<file path="src/rtl/costas_loop_ctrl_if.sv">
// Costas loop controller bus: discriminator strobe/error, loop-filter
// handshake, lock threshold, coefficient sets and status outputs.
// The master drives the inputs of the controller; the slave is the controller.
interface costas_loop_ctrl_if #(
    parameter int ERR_WIDTH  = 13,
    parameter int COEF_WIDTH = 32
);
    logic                         iw_Enable_h;
    logic                         iw_Carr_Error_Rdy_h;
    logic signed [ERR_WIDTH-1:0]  iw_Carr_Phase_Error;
    logic                         iw_Loop_Output_Valid;
    logic [ERR_WIDTH-2:0]         iw_Lock_Threshold;
    logic [COEF_WIDTH-1:0]        iw_Wide_C1;
    logic [COEF_WIDTH-1:0]        iw_Wide_C2;
    logic [COEF_WIDTH-1:0]        iw_Narrow_C1;
    logic [COEF_WIDTH-1:0]        iw_Narrow_C2;

    logic                         ow_Carr_Error_Rdy_h;
    logic signed [ERR_WIDTH-1:0]  ow_Carr_Phase_Error;
    logic [COEF_WIDTH-1:0]        ow_PLL_C1;
    logic [COEF_WIDTH-1:0]        ow_PLL_C2;
    logic                         ow_Loop_Filter_ReWork_h;
    logic                         ow_Lock_h;
    logic [2:0]                   ow_State;
    logic [15:0]                  ow_Drop_Cnt;

    modport master (
        output iw_Enable_h, iw_Carr_Error_Rdy_h, iw_Carr_Phase_Error,
               iw_Loop_Output_Valid, iw_Lock_Threshold,
               iw_Wide_C1, iw_Wide_C2, iw_Narrow_C1, iw_Narrow_C2,
        input  ow_Carr_Error_Rdy_h, ow_Carr_Phase_Error, ow_PLL_C1, ow_PLL_C2,
               ow_Loop_Filter_ReWork_h, ow_Lock_h, ow_State, ow_Drop_Cnt
    );

    modport slave (
        input  iw_Enable_h, iw_Carr_Error_Rdy_h, iw_Carr_Phase_Error,
               iw_Loop_Output_Valid, iw_Lock_Threshold,
               iw_Wide_C1, iw_Wide_C2, iw_Narrow_C1, iw_Narrow_C2,
        output ow_Carr_Error_Rdy_h, ow_Carr_Phase_Error, ow_PLL_C1, ow_PLL_C2,
               ow_Loop_Filter_ReWork_h, ow_Lock_h, ow_State, ow_Drop_Cnt
    );
endinterface

</file>
<file path="src/rtl/costas_loop_ctrl.sv">
// Costas loop lock controller: gates discriminator strobes to the loop
// filter one at a time, scores windows of samples against a lock threshold
// and steps between pull-in, wide tracking and narrow tracking coefficients.
module costas_loop_ctrl #(
    parameter int ERR_WIDTH     = 13,
    parameter int COEF_WIDTH    = 32,
    parameter int LOCK_WIN      = 64,
    parameter int LOCK_PASS     = 56,
    parameter int NARROW_AFTER  = 4,
    parameter int UNLOCK_FAILS  = 2,
    parameter int PULL_TIMEOUT  = 16,
    parameter int REWORK_CYCLES = 4
) (
    input  logic               iw_Clk_p_g,
    input  logic               iw_Rst_n_g,
    costas_loop_ctrl_if.slave  io
);
    typedef enum logic [2:0] {
        ST_IDLE   = 3'd0,
        ST_REWORK = 3'd1,
        ST_PULL   = 3'd2,
        ST_WIDE   = 3'd3,
        ST_NARROW = 3'd4
    } state_t;

    localparam int AW = ERR_WIDTH - 1;
    localparam int SW = $clog2(LOCK_WIN + 1);
    localparam int PW = $clog2(NARROW_AFTER + 1);
    localparam int FW = $clog2(UNLOCK_FAILS + 1);
    localparam int TW = $clog2(PULL_TIMEOUT + 1);
    localparam int RW = $clog2(REWORK_CYCLES + 1);

    localparam logic [SW-1:0] WIN_FULL  = SW'(LOCK_WIN);
    localparam logic [SW-1:0] PASS_MIN  = SW'(LOCK_PASS);
    localparam logic [PW-1:0] PASS_LAST = PW'(NARROW_AFTER - 1);
    localparam logic [FW-1:0] FAIL_LAST = FW'(UNLOCK_FAILS - 1);
    localparam logic [TW-1:0] TMO_LAST  = TW'(PULL_TIMEOUT - 1);
    localparam logic [RW-1:0] RW_LAST   = RW'(REWORK_CYCLES - 1);

    state_t                      state_q;
    logic                        busy_q;
    logic [SW-1:0]               sample_cnt_q;
    logic [SW-1:0]               in_cnt_q;
    logic [PW-1:0]               pass_q;
    logic [FW-1:0]               fail_q;
    logic [TW-1:0]               tmo_q;
    logic [RW-1:0]               rw_cnt_q;
    logic                        lock_q;
    logic                        rework_q;
    logic                        fwd_rdy_q;
    logic signed [ERR_WIDTH-1:0] fwd_err_q;
    logic [COEF_WIDTH-1:0]       c1_q;
    logic [COEF_WIDTH-1:0]       c2_q;
    logic [15:0]                 drop_q;

    logic [AW-1:0] err_low;
    logic          err_neg;
    logic [AW-1:0] abs_err;
    logic          in_thr;
    logic          track;
    logic          busy_eff;
    logic          accept;
    logic          drop;
    logic          win_close;
    logic          win_pass;
    logic          to_rework;

    // Magnitude of the error; the most-negative code saturates to the largest
    // positive magnitude so it still fits in ERR_WIDTH-1 bits.
    assign err_low = io.iw_Carr_Phase_Error[AW-1:0];
    assign err_neg = io.iw_Carr_Phase_Error[ERR_WIDTH-1];
    assign abs_err = !err_neg ? err_low :
                     (err_low == '0) ? {AW{1'b1}} : (~err_low + AW'(1));
    assign in_thr  = (abs_err <= io.iw_Lock_Threshold);

    // A loop-filter completion in the same cycle frees the slot for a new strobe.
    assign track     = (state_q == ST_PULL) || (state_q == ST_WIDE) || (state_q == ST_NARROW);
    assign busy_eff  = busy_q && !io.iw_Loop_Output_Valid;
    assign accept    = track && io.iw_Carr_Error_Rdy_h && !busy_eff;
    assign drop      = track && io.iw_Carr_Error_Rdy_h && busy_eff;
    assign win_close = track && io.iw_Loop_Output_Valid && busy_q && (sample_cnt_q == WIN_FULL);
    assign win_pass  = (in_cnt_q >= PASS_MIN);
    assign to_rework = win_close && !win_pass &&
                       (((state_q == ST_PULL) && (tmo_q == TMO_LAST)) ||
                        ((state_q == ST_WIDE) && (fail_q == FAIL_LAST)));

    assign io.ow_Carr_Error_Rdy_h     = fwd_rdy_q;
    assign io.ow_Carr_Phase_Error     = fwd_err_q;
    assign io.ow_PLL_C1               = c1_q;
    assign io.ow_PLL_C2               = c2_q;
    assign io.ow_Loop_Filter_ReWork_h = rework_q;
    assign io.ow_Lock_h               = lock_q;
    assign io.ow_State                = state_q;
    assign io.ow_Drop_Cnt             = drop_q;

    // Controller FSM: state, sample handshake, window scoring and registered outputs
    always_ff @(posedge iw_Clk_p_g) begin
        if (!iw_Rst_n_g) begin
            state_q      <= ST_IDLE;
            busy_q       <= 1'b0;
            sample_cnt_q <= '0;
            in_cnt_q     <= '0;
            pass_q       <= '0;
            fail_q       <= '0;
            tmo_q        <= '0;
            rw_cnt_q     <= '0;
            lock_q       <= 1'b0;
            rework_q     <= 1'b0;
            fwd_rdy_q    <= 1'b0;
            fwd_err_q    <= '0;
            c1_q         <= '0;
            c2_q         <= '0;
            drop_q       <= '0;
        end else begin
            fwd_rdy_q <= 1'b0;
            c1_q      <= (state_q == ST_NARROW) ? io.iw_Narrow_C1 : io.iw_Wide_C1;
            c2_q      <= (state_q == ST_NARROW) ? io.iw_Narrow_C2 : io.iw_Wide_C2;
            if (!io.iw_Enable_h) begin
                state_q      <= ST_IDLE;
                busy_q       <= 1'b0;
                sample_cnt_q <= '0;
                in_cnt_q     <= '0;
                pass_q       <= '0;
                fail_q       <= '0;
                tmo_q        <= '0;
                rw_cnt_q     <= '0;
                lock_q       <= 1'b0;
                rework_q     <= 1'b0;
            end else if (state_q == ST_IDLE) begin
                state_q  <= ST_REWORK;
                rework_q <= 1'b1;
                rw_cnt_q <= '0;
            end else if (state_q == ST_REWORK) begin
                busy_q       <= 1'b0;
                sample_cnt_q <= '0;
                in_cnt_q     <= '0;
                pass_q       <= '0;
                fail_q       <= '0;
                tmo_q        <= '0;
                lock_q       <= 1'b0;
                if (rw_cnt_q == RW_LAST) begin
                    state_q  <= ST_PULL;
                    rework_q <= 1'b0;
                end else begin
                    rw_cnt_q <= rw_cnt_q + RW'(1);
                end
            end else if (!track) begin
                state_q <= ST_IDLE;
            end else if (to_rework) begin
                state_q      <= ST_REWORK;
                rework_q     <= 1'b1;
                rw_cnt_q     <= '0;
                lock_q       <= 1'b0;
                busy_q       <= 1'b0;
                sample_cnt_q <= '0;
                in_cnt_q     <= '0;
                pass_q       <= '0;
                fail_q       <= '0;
                tmo_q        <= '0;
            end else begin
                if (accept) begin
                    busy_q    <= 1'b1;
                    fwd_rdy_q <= 1'b1;
                    fwd_err_q <= io.iw_Carr_Phase_Error;
                end else if (io.iw_Loop_Output_Valid) begin
                    busy_q <= 1'b0;
                end
                if (drop && (drop_q != 16'hFFFF)) begin
                    drop_q <= drop_q + 16'd1;
                end
                if (win_close) begin
                    sample_cnt_q <= accept ? SW'(1) : '0;
                    in_cnt_q     <= (accept && in_thr) ? SW'(1) : '0;
                    case (state_q)
                        ST_PULL: begin
                            if (win_pass) begin
                                state_q <= ST_WIDE;
                                lock_q  <= 1'b1;
                                pass_q  <= '0;
                                fail_q  <= '0;
                                tmo_q   <= '0;
                            end else begin
                                tmo_q <= tmo_q + TW'(1);
                            end
                        end
                        ST_WIDE: begin
                            if (win_pass) begin
                                fail_q <= '0;
                                if (pass_q == PASS_LAST) begin
                                    state_q <= ST_NARROW;
                                    pass_q  <= '0;
                                end else begin
                                    pass_q <= pass_q + PW'(1);
                                end
                            end else begin
                                pass_q <= '0;
                                fail_q <= fail_q + FW'(1);
                            end
                        end
                        default: begin
                            if (!win_pass) begin
                                state_q <= ST_WIDE;
                                pass_q  <= '0;
                                fail_q  <= '0;
                            end
                        end
                    endcase
                end else if (accept) begin
                    sample_cnt_q <= sample_cnt_q + SW'(1);
                    if (in_thr) begin
                        in_cnt_q <= in_cnt_q + SW'(1);
                    end
                end
            end
        end
    end
endmodule
</file>
<file path="src/flat_wrapper.sv">
// flat-port wrapper written by rule: the top's interface ports become plain ports
module costas_loop_ctrl_flat 
#(
    parameter int ERR_WIDTH     = 13,
    parameter int COEF_WIDTH    = 32,
    parameter int LOCK_WIN      = 64,
    parameter int LOCK_PASS     = 56,
    parameter int NARROW_AFTER  = 4,
    parameter int UNLOCK_FAILS  = 2,
    parameter int PULL_TIMEOUT  = 16,
    parameter int REWORK_CYCLES = 4
)
  (iw_Clk_p_g, iw_Rst_n_g, io_iw_Enable_h, io_iw_Carr_Error_Rdy_h, io_iw_Carr_Phase_Error, io_iw_Loop_Output_Valid, io_iw_Lock_Threshold, io_iw_Wide_C1, io_iw_Wide_C2, io_iw_Narrow_C1, io_iw_Narrow_C2, io_ow_Carr_Error_Rdy_h, io_ow_Carr_Phase_Error, io_ow_PLL_C1, io_ow_PLL_C2, io_ow_Loop_Filter_ReWork_h, io_ow_Lock_h, io_ow_State, io_ow_Drop_Cnt);
  costas_loop_ctrl_if #(.ERR_WIDTH(ERR_WIDTH), .COEF_WIDTH(COEF_WIDTH)) io_i ();
  input  logic iw_Clk_p_g;
  input  logic iw_Rst_n_g;
  input wire logic [$bits(io_i.iw_Enable_h)-1:0] io_iw_Enable_h;
  input wire logic [$bits(io_i.iw_Carr_Error_Rdy_h)-1:0] io_iw_Carr_Error_Rdy_h;
  input wire logic [$bits(io_i.iw_Carr_Phase_Error)-1:0] io_iw_Carr_Phase_Error;
  input wire logic [$bits(io_i.iw_Loop_Output_Valid)-1:0] io_iw_Loop_Output_Valid;
  input wire logic [$bits(io_i.iw_Lock_Threshold)-1:0] io_iw_Lock_Threshold;
  input wire logic [$bits(io_i.iw_Wide_C1)-1:0] io_iw_Wide_C1;
  input wire logic [$bits(io_i.iw_Wide_C2)-1:0] io_iw_Wide_C2;
  input wire logic [$bits(io_i.iw_Narrow_C1)-1:0] io_iw_Narrow_C1;
  input wire logic [$bits(io_i.iw_Narrow_C2)-1:0] io_iw_Narrow_C2;
  output wire logic [$bits(io_i.ow_Carr_Error_Rdy_h)-1:0] io_ow_Carr_Error_Rdy_h;
  output wire logic [$bits(io_i.ow_Carr_Phase_Error)-1:0] io_ow_Carr_Phase_Error;
  output wire logic [$bits(io_i.ow_PLL_C1)-1:0] io_ow_PLL_C1;
  output wire logic [$bits(io_i.ow_PLL_C2)-1:0] io_ow_PLL_C2;
  output wire logic [$bits(io_i.ow_Loop_Filter_ReWork_h)-1:0] io_ow_Loop_Filter_ReWork_h;
  output wire logic [$bits(io_i.ow_Lock_h)-1:0] io_ow_Lock_h;
  output wire logic [$bits(io_i.ow_State)-1:0] io_ow_State;
  output wire logic [$bits(io_i.ow_Drop_Cnt)-1:0] io_ow_Drop_Cnt;
  assign io_i.iw_Enable_h = io_iw_Enable_h;
  assign io_i.iw_Carr_Error_Rdy_h = io_iw_Carr_Error_Rdy_h;
  assign io_i.iw_Carr_Phase_Error = io_iw_Carr_Phase_Error;
  assign io_i.iw_Loop_Output_Valid = io_iw_Loop_Output_Valid;
  assign io_i.iw_Lock_Threshold = io_iw_Lock_Threshold;
  assign io_i.iw_Wide_C1 = io_iw_Wide_C1;
  assign io_i.iw_Wide_C2 = io_iw_Wide_C2;
  assign io_i.iw_Narrow_C1 = io_iw_Narrow_C1;
  assign io_i.iw_Narrow_C2 = io_iw_Narrow_C2;
  assign io_ow_Carr_Error_Rdy_h = io_i.ow_Carr_Error_Rdy_h;
  assign io_ow_Carr_Phase_Error = io_i.ow_Carr_Phase_Error;
  assign io_ow_PLL_C1 = io_i.ow_PLL_C1;
  assign io_ow_PLL_C2 = io_i.ow_PLL_C2;
  assign io_ow_Loop_Filter_ReWork_h = io_i.ow_Loop_Filter_ReWork_h;
  assign io_ow_Lock_h = io_i.ow_Lock_h;
  assign io_ow_State = io_i.ow_State;
  assign io_ow_Drop_Cnt = io_i.ow_Drop_Cnt;
  costas_loop_ctrl #(.ERR_WIDTH(ERR_WIDTH), .COEF_WIDTH(COEF_WIDTH), .LOCK_WIN(LOCK_WIN), .LOCK_PASS(LOCK_PASS), .NARROW_AFTER(NARROW_AFTER), .UNLOCK_FAILS(UNLOCK_FAILS), .PULL_TIMEOUT(PULL_TIMEOUT), .REWORK_CYCLES(REWORK_CYCLES)) u_core (.iw_Clk_p_g(iw_Clk_p_g), .iw_Rst_n_g(iw_Rst_n_g), .io(io_i));
endmodule
</file>
<file path="config.mk">
export PLATFORM = sky130hd
export DESIGN_NAME = costas_loop_ctrl_flat
export DESIGN_NICKNAME = d
export VERILOG_FILES = /design/src/rtl/costas_loop_ctrl_if.sv /design/src/rtl/costas_loop_ctrl.sv /design/src/flat_wrapper.sv
export SDC_FILE = /design/constraint.sdc
export NUM_CORES = 1
export LEC_CHECK = 0
export CORE_MARGIN = 2
export CORE_UTILIZATION = 45
export CTS_BUF_LIST = sky130_fd_sc_hd__clkbuf_8
export DETAILED_ROUTE_END_ITERATION = 7
export HOLD_SLACK_MARGIN = 0.02
export PLACE_DENSITY = 0.89
export SYNTH_ARGS = -nofsm -noshare
export SYNTH_HDL_FRONTEND = slang
export SYNTH_SLANG_ARGS = --single-unit
</file>
<file path="constraint.sdc">
create_clock -name iw_Clk_p_g -period 5.43 [get_ports iw_Clk_p_g]
set_input_delay 1.3575 -clock iw_Clk_p_g [delete_from_list [all_inputs] [get_ports iw_Clk_p_g]]
set_output_delay 1.3575 -clock iw_Clk_p_g [all_outputs]
set_load 0.01 [all_outputs]
</file>
Word-level counts from Yosys, hierarchy flattened
Cells that the tools add are included.
Word-level totals
  register bits after elaboration: 127
  bits of input ports: 158
  output and inout bits: 99
  logic and storage cells: 176
Cells by class
  add/sub/neg operators: 8
  $lt $le $gt $ge: 2
  eq/ne operators: 25
  multiplexer cells: 72
  bitwise gates (word level): 7
  reductions and logical operators: 46
Operator list (count)
  7-bit 2-to-1 mux: 11
  32-bit 2-to-1 mux: 2
  3-bit 2-to-1 mux: 21
  5-bit 2-to-1 mux: 6
  5-bit != test, second input constant: 5
  12-bit 2-to-1 mux: 2
  6-bit != test, second input constant: 4
  6-bit AND reduction: 4
  1-bit 2-to-1 mux: 20
  16-bit by 1-bit adder with 16-bit output, second input constant: 1
  16-bit != test, second input constant: 1
  3-bit nonzero test: 5
  7-bit by 1-bit adder with 7-bit output, second input constant: 2
  2-bit 2-to-1 mux: 7
  1-bit logical AND: 13
  12-bit by 1-bit adder with 12-bit output, second input constant: 1
  3-bit by 2-bit == test with 1-bit output, second input constant: 4
  12-bit less-or-equal comparator: 1
  12-bit logical NOT: 1
  12-bit NOT: 1
  3-bit one-hot mux with 2 select lines: 2
  3-bit AND reduction: 4
  4-bit nonzero test: 3
  5-bit AND reduction: 2
  24 further kinds: 37

Logic depth before layout (Yosys ltp)
  depth in word-level cells: 12
  mapped depth: 15
  gate-level depth less buffers: 13

Worst setup path before layout
Ideal clock, no wire load.
  path type: input -> register
  start point: input port io_iw_Carr_Phase_Error[0]
  end point: register u_core.in_cnt_q[5]
  setup time: 0.072 ns
  arrival: 4.475 ns
  required time: 5.358 ns
  setup slack: 0.883 ns
  stages: 14
  buffers on the path: 2
  cells stage by stage: inv_1 -> ha_1 -> or4b_1 -> clkbuf_1 -> nand4bb_1 -> clkbuf_1 -> a21boi_0 -> o22a_1 -> ha_1 -> and3_1 -> a221o_1 -> a211o_4 -> a2111oi_4 -> mux2i_1
Between the ends
  longest elaborated chain between the ends: 7
  elaborated cells between the ends (all ways): 8
RTL lines
  from (decl): line flat_wrapper.sv:19  | input wire logic [$bits(io_i.iw_Carr_Phase_Error)-1:0] io_iw_Carr_Phase_Error;
  12-bit NOT: line costas_loop_ctrl.sv:73  | (err_low == '0) ? {AW{1'b1}} : (~err_low + AW'(1));
  12-bit by 1-bit adder with 12-bit output: line costas_loop_ctrl.sv:73
  12-bit 2-to-1 mux: line costas_loop_ctrl.sv:73
  12-bit 2-to-1 mux *: line costas_loop_ctrl.sv:72  | assign abs_err = !err_neg ? err_low :
  12-bit less-or-equal comparator *: line costas_loop_ctrl.sv:74  | assign in_thr = (abs_err <= io.iw_Lock_Threshold);
  4-bit nonzero test (no line) *
  4-bit AND reduction (no line) *
  to (signal assigned): line costas_loop_ctrl.sv:173  | in_cnt_q <= (accept && in_thr) ? SW'(1) : '0;
  to (signal assigned): line costas_loop_ctrl.sv:211  | in_cnt_q <= in_cnt_q + SW'(1);
  to (decl): line costas_loop_ctrl.sv:43  | logic [SW-1:0] in_cnt_q;
Every way passes the cells marked *; elsewhere a longest branch is shown, timed or not.
A chain may end at the register's enable or synchronous reset.

Worst setup path after layout
  start point: input port io_iw_Carr_Phase_Error[0]
  end point: register u_core.in_cnt_q[6]
The elaborated chain is that of the path after synthesis.

==> out/metrics.cfg <==
[run_status]
status = complete, no violations

[cts]
cts-resized-gates = 0
tritoncts = done
cts_buffers = 17
path_clk_slew_ns = 0.07
root_buffer = clkbuf_8
clock-sinks = 127
clock_latency_ns = 0.44
cts-htree-levels = 4
hold_buffers = 0
clock_path_buffers = 2
postCtsSetupBuffers = 0

[die]
die_area_um2 = 14900
fp.coreArea_um2 = 13800
die_y_um = 122
initial_utilization_pct = 45.6
ios = 257
chipWidth_um = 122
num_rows = 43

[worst_setup_path]
worstPathRequired_ns = 5.80
crit_chain = clkdlybuf4s50_1, inv_1, ha_1, or4b_1, nand4bb_1, a21boi_0, o22a_1, ha_1, and3_1, a221o_1, a211o_4, a2111oi_4, mux2i_1
crit_path_max_fanout = 6
start_kind = input pin
r2r-end = u_core.io.ow_Carr_Phase_Error[2]
reg2reg_slack_ns = 2.23
slowest_delay_ns = 0.60
cp_top_family = compound AO/OA/AOI/OAI gates
path_common_cell = ha_1
r2r_cells = 5
end_kind = flop
cp_slowest_cell = or4b_1
critPathKind = in2reg
cp.arrival_ns = 5.09
reg2reg_from = u_core.io.ow_State[1]
cp_num_buf_inv = 2

[detailed_routing]
dr.pass1.iters = 5
dr_total_vias = 6234
post-route-drc-count = 0
drt-vias-per-instance = 5.24
wl_um = 18400
drtIter0Drc = 405
avgRoutedWirePerCell_um = 15.5
postRouteAntennaNets = 0

[timing]
tightest_slew_ns = 1.01
fmax_mhz = 212
finalCritPeriodShare_pct = 87.0
slew_violations = 0
setup_violations = 0
fin_crit_ns = 4.73
slew_headroom_pct = 32.5
fin_hold_ws_ns = 0.462
finClkSkew_ns = 0.0106
tns_ns = 0
finalHoldViolCount = 0
rsz0062_at_grt = no

[power_and_ir_drop]
pwr-share-seq_pct = 47.6
power.total_mw = 2.03
p_clk_share_pct = 37.1
vdd_drop_max_v = 0.000147
power_switching_uw = 511
p_per_area_nw_per_um2 = 219
p_int_mw = 1.52
p_comb_share_pct = 15.3
leakagePower_nw = 3.53
swShare_pct = 25.1

[global_routing]
grt_max_degree = 75
antenna_found_initial = 0
overflow = 0
grt_usage_pct = 24.5
grt_pass1_vias = 5799
grt_pass1_wl_um = 28700

[placed_design]
place_area_um2 = 8940
io_buffer_count = 256
place.gp.congestion = 0.898
placed_cells = 1159
place_hpwl_um = 13600

[synthesis]
async_reset_ff_share_pct = 0
synth_area_um2 = 6280
syn_avg_cell_area_um2 = 8.31
synth_cell_type_count = 70
yosysWarnings = 0
synth_cells = 756
yosysSeqAreaShare_pct = 40.5
yosys_most_used_dff = dfxtp_1
ys_ff_latch = 127
synth_nets = 938
synth_edf_count = 0

[finish]
n_antenna_cell = 0
layout-drive-gt1-share_pct = 6.24
syn_to_final_growth_pct = 47.9
nets = 1180
fin_cells = 1189
finalInstanceArea_um2 = 9300

[job]
max_cap_violations = 0

[min_path]
holdPathStages = 2
holdCritStartpoint = u_core.pass_q[1]
holdCritPathClass = reg2reg
hold_end = u_core.pass_q[1]

per-stage QoR:
step | util [%] | setup slack (ns)
after floorplan | - | 0.883
after global placement | 64.9 | 0.366
after detailed placement | 64.9 | 0.277
after CTS | 67.5 | 0.750
after global routing | 67.5 | 0.545
final | 67.5 | 0.705
sequential cells by signal (all words and copies together) (netlist names), 2 cells and up:
signal,flops
u_core.tmo_q,5
u_core.io.ow_Carr_Phase_Error,13
u_core.io.ow_PLL_C1,32
u_core.fail_q,2
u_core.sample_cnt_q,7
u_core.in_cnt_q,7
u_core.pass_q,3
u_core.rw_cnt_q,3
u_core.io.ow_Drop_Cnt,16
u_core.io.ow_State,3
u_core.io.ow_PLL_C2,32
worst max-delay path by stage:
stage / startpoint / end / slack (ns) / cells after the start
final: io_iw_Carr_Phase_Error[0] / u_core.in_cnt_q[6] / 0.70 / 13
after global routing: io_iw_Carr_Phase_Error[0] / u_core.in_cnt_q[6] / 0.54 / 13
after CTS: io_iw_Carr_Phase_Error[0] / u_core.in_cnt_q[6] / 0.75 / 13
after detailed placement: io_iw_Carr_Phase_Error[0] / u_core.in_cnt_q[5] / 0.28 / 13
after global placement: io_iw_Carr_Phase_Error[0] / u_core.in_cnt_q[6] / 0.37 / 13
after floorplan: io_iw_Carr_Phase_Error[0] / u_core.in_cnt_q[5] / 0.88 / 14
cells in the mapped netlist (all sizes together) (4+ instances only):
master	number	area share [%]
nor2	49	2.9
and2	5	0.50
ha	24	4.8
nand3	18	1.4
or3	4	0.40
nor2b	5	0.50
o211ai	5	0.90
and3	5	0.50
nor4	6	1.1
nor3	10	1.1
nand4	10	1.0
dfxtp	127	40
a31oi	11	1.1
o21ai	6	0.48
xnor2	10	1.4
a211oi	8	1.2
nand2	187	11
a21oi	70	5.6
inv	31	1.9
nand2b	16	1.6
nand4bb	4	0.72
mux2i	33	5.3
a21boi	30	3.6
buf	15	1.3
clkbuf	24	1.4
power groups by stage:
stage | sequential, mW | combinational [mW] | clock [mW]
final | 0.968 | 0.312 | 0.753
after global routing | 0.970 | 0.338 | 0.811
after CTS | 0.968 | 0.312 | 0.774
after detailed placement | 0.989 | 0.310 | 0
after global placement | 0.988 | 0.305 | 0
after floorplan | 1.00 | 0.0978 | 0
cell families after synthesis:
family | Yosys count | share of synthesized area [%]
flip-flops | 127 | 40.5
multiplexers | 34 | 5.44
adder cells (fa/ha/maj) | 24 | 4.78
buffers and inverters | 70 | 4.60
AO/OA/AOI/OAI | 158 | 18.3
XOR/XNOR | 12 | 1.67
AND/OR/NAND/NOR | 331 | 24.7
layout make-up:
class	count	area, um^2
clock buffer	19	262
tap	180	225
clock inverter	11	93.8
timing repair buffer	262	2600
fill	1108	4480
multi-input combinational	559	3450
inverter	31	116
sequential	127	2540
layer usage:
layer	vias up	track usage [%]	routed length, um
met5	-	0	0
met4	0	11.0	595
met3	35	8.80	1670
met2	241	40.6	8670
met1	2875	28.5	7500
li1	3083	-	-
cell usage in the layout, fill, tap and decap left out, types with 4 or more instances in the layout:
master	synthesis	layout
clkdlybuf4s50_1	0	255
nand2_1	186	185
dfxtp_1	127	127
a21oi_1	69	69
nor2_1	49	49
mux2i_1	33	33
inv_1	30	31
a21boi_0	30	30
ha_1	24	24
clkbuf_8	0	19
nand3_1	18	18
nand2b_1	16	16
a31oi_1	11	11
nand4_1	10	10
xnor2_1	10	10
nor3_1	8	8
o21ai_0	6	6
a211oi_1	6	6
buf_4	1	6
and3_1	5	5
nor2b_1	5	5
and2_1	5	5
or3_1	4	4
nand4bb_1	4	4
nor4_1	4	4
clkinv_2	0	4
worst reg2reg max path: stages (launching register included):
cell      delay [ns]
dfxtp_1         0.64
nor2b_1         0.76
o221ai_4        0.36
a211oi_4        0.87
mux2i_1         0.37
nor2_1          0.06
Note: power is estimated with default switching activity, not from simulation.
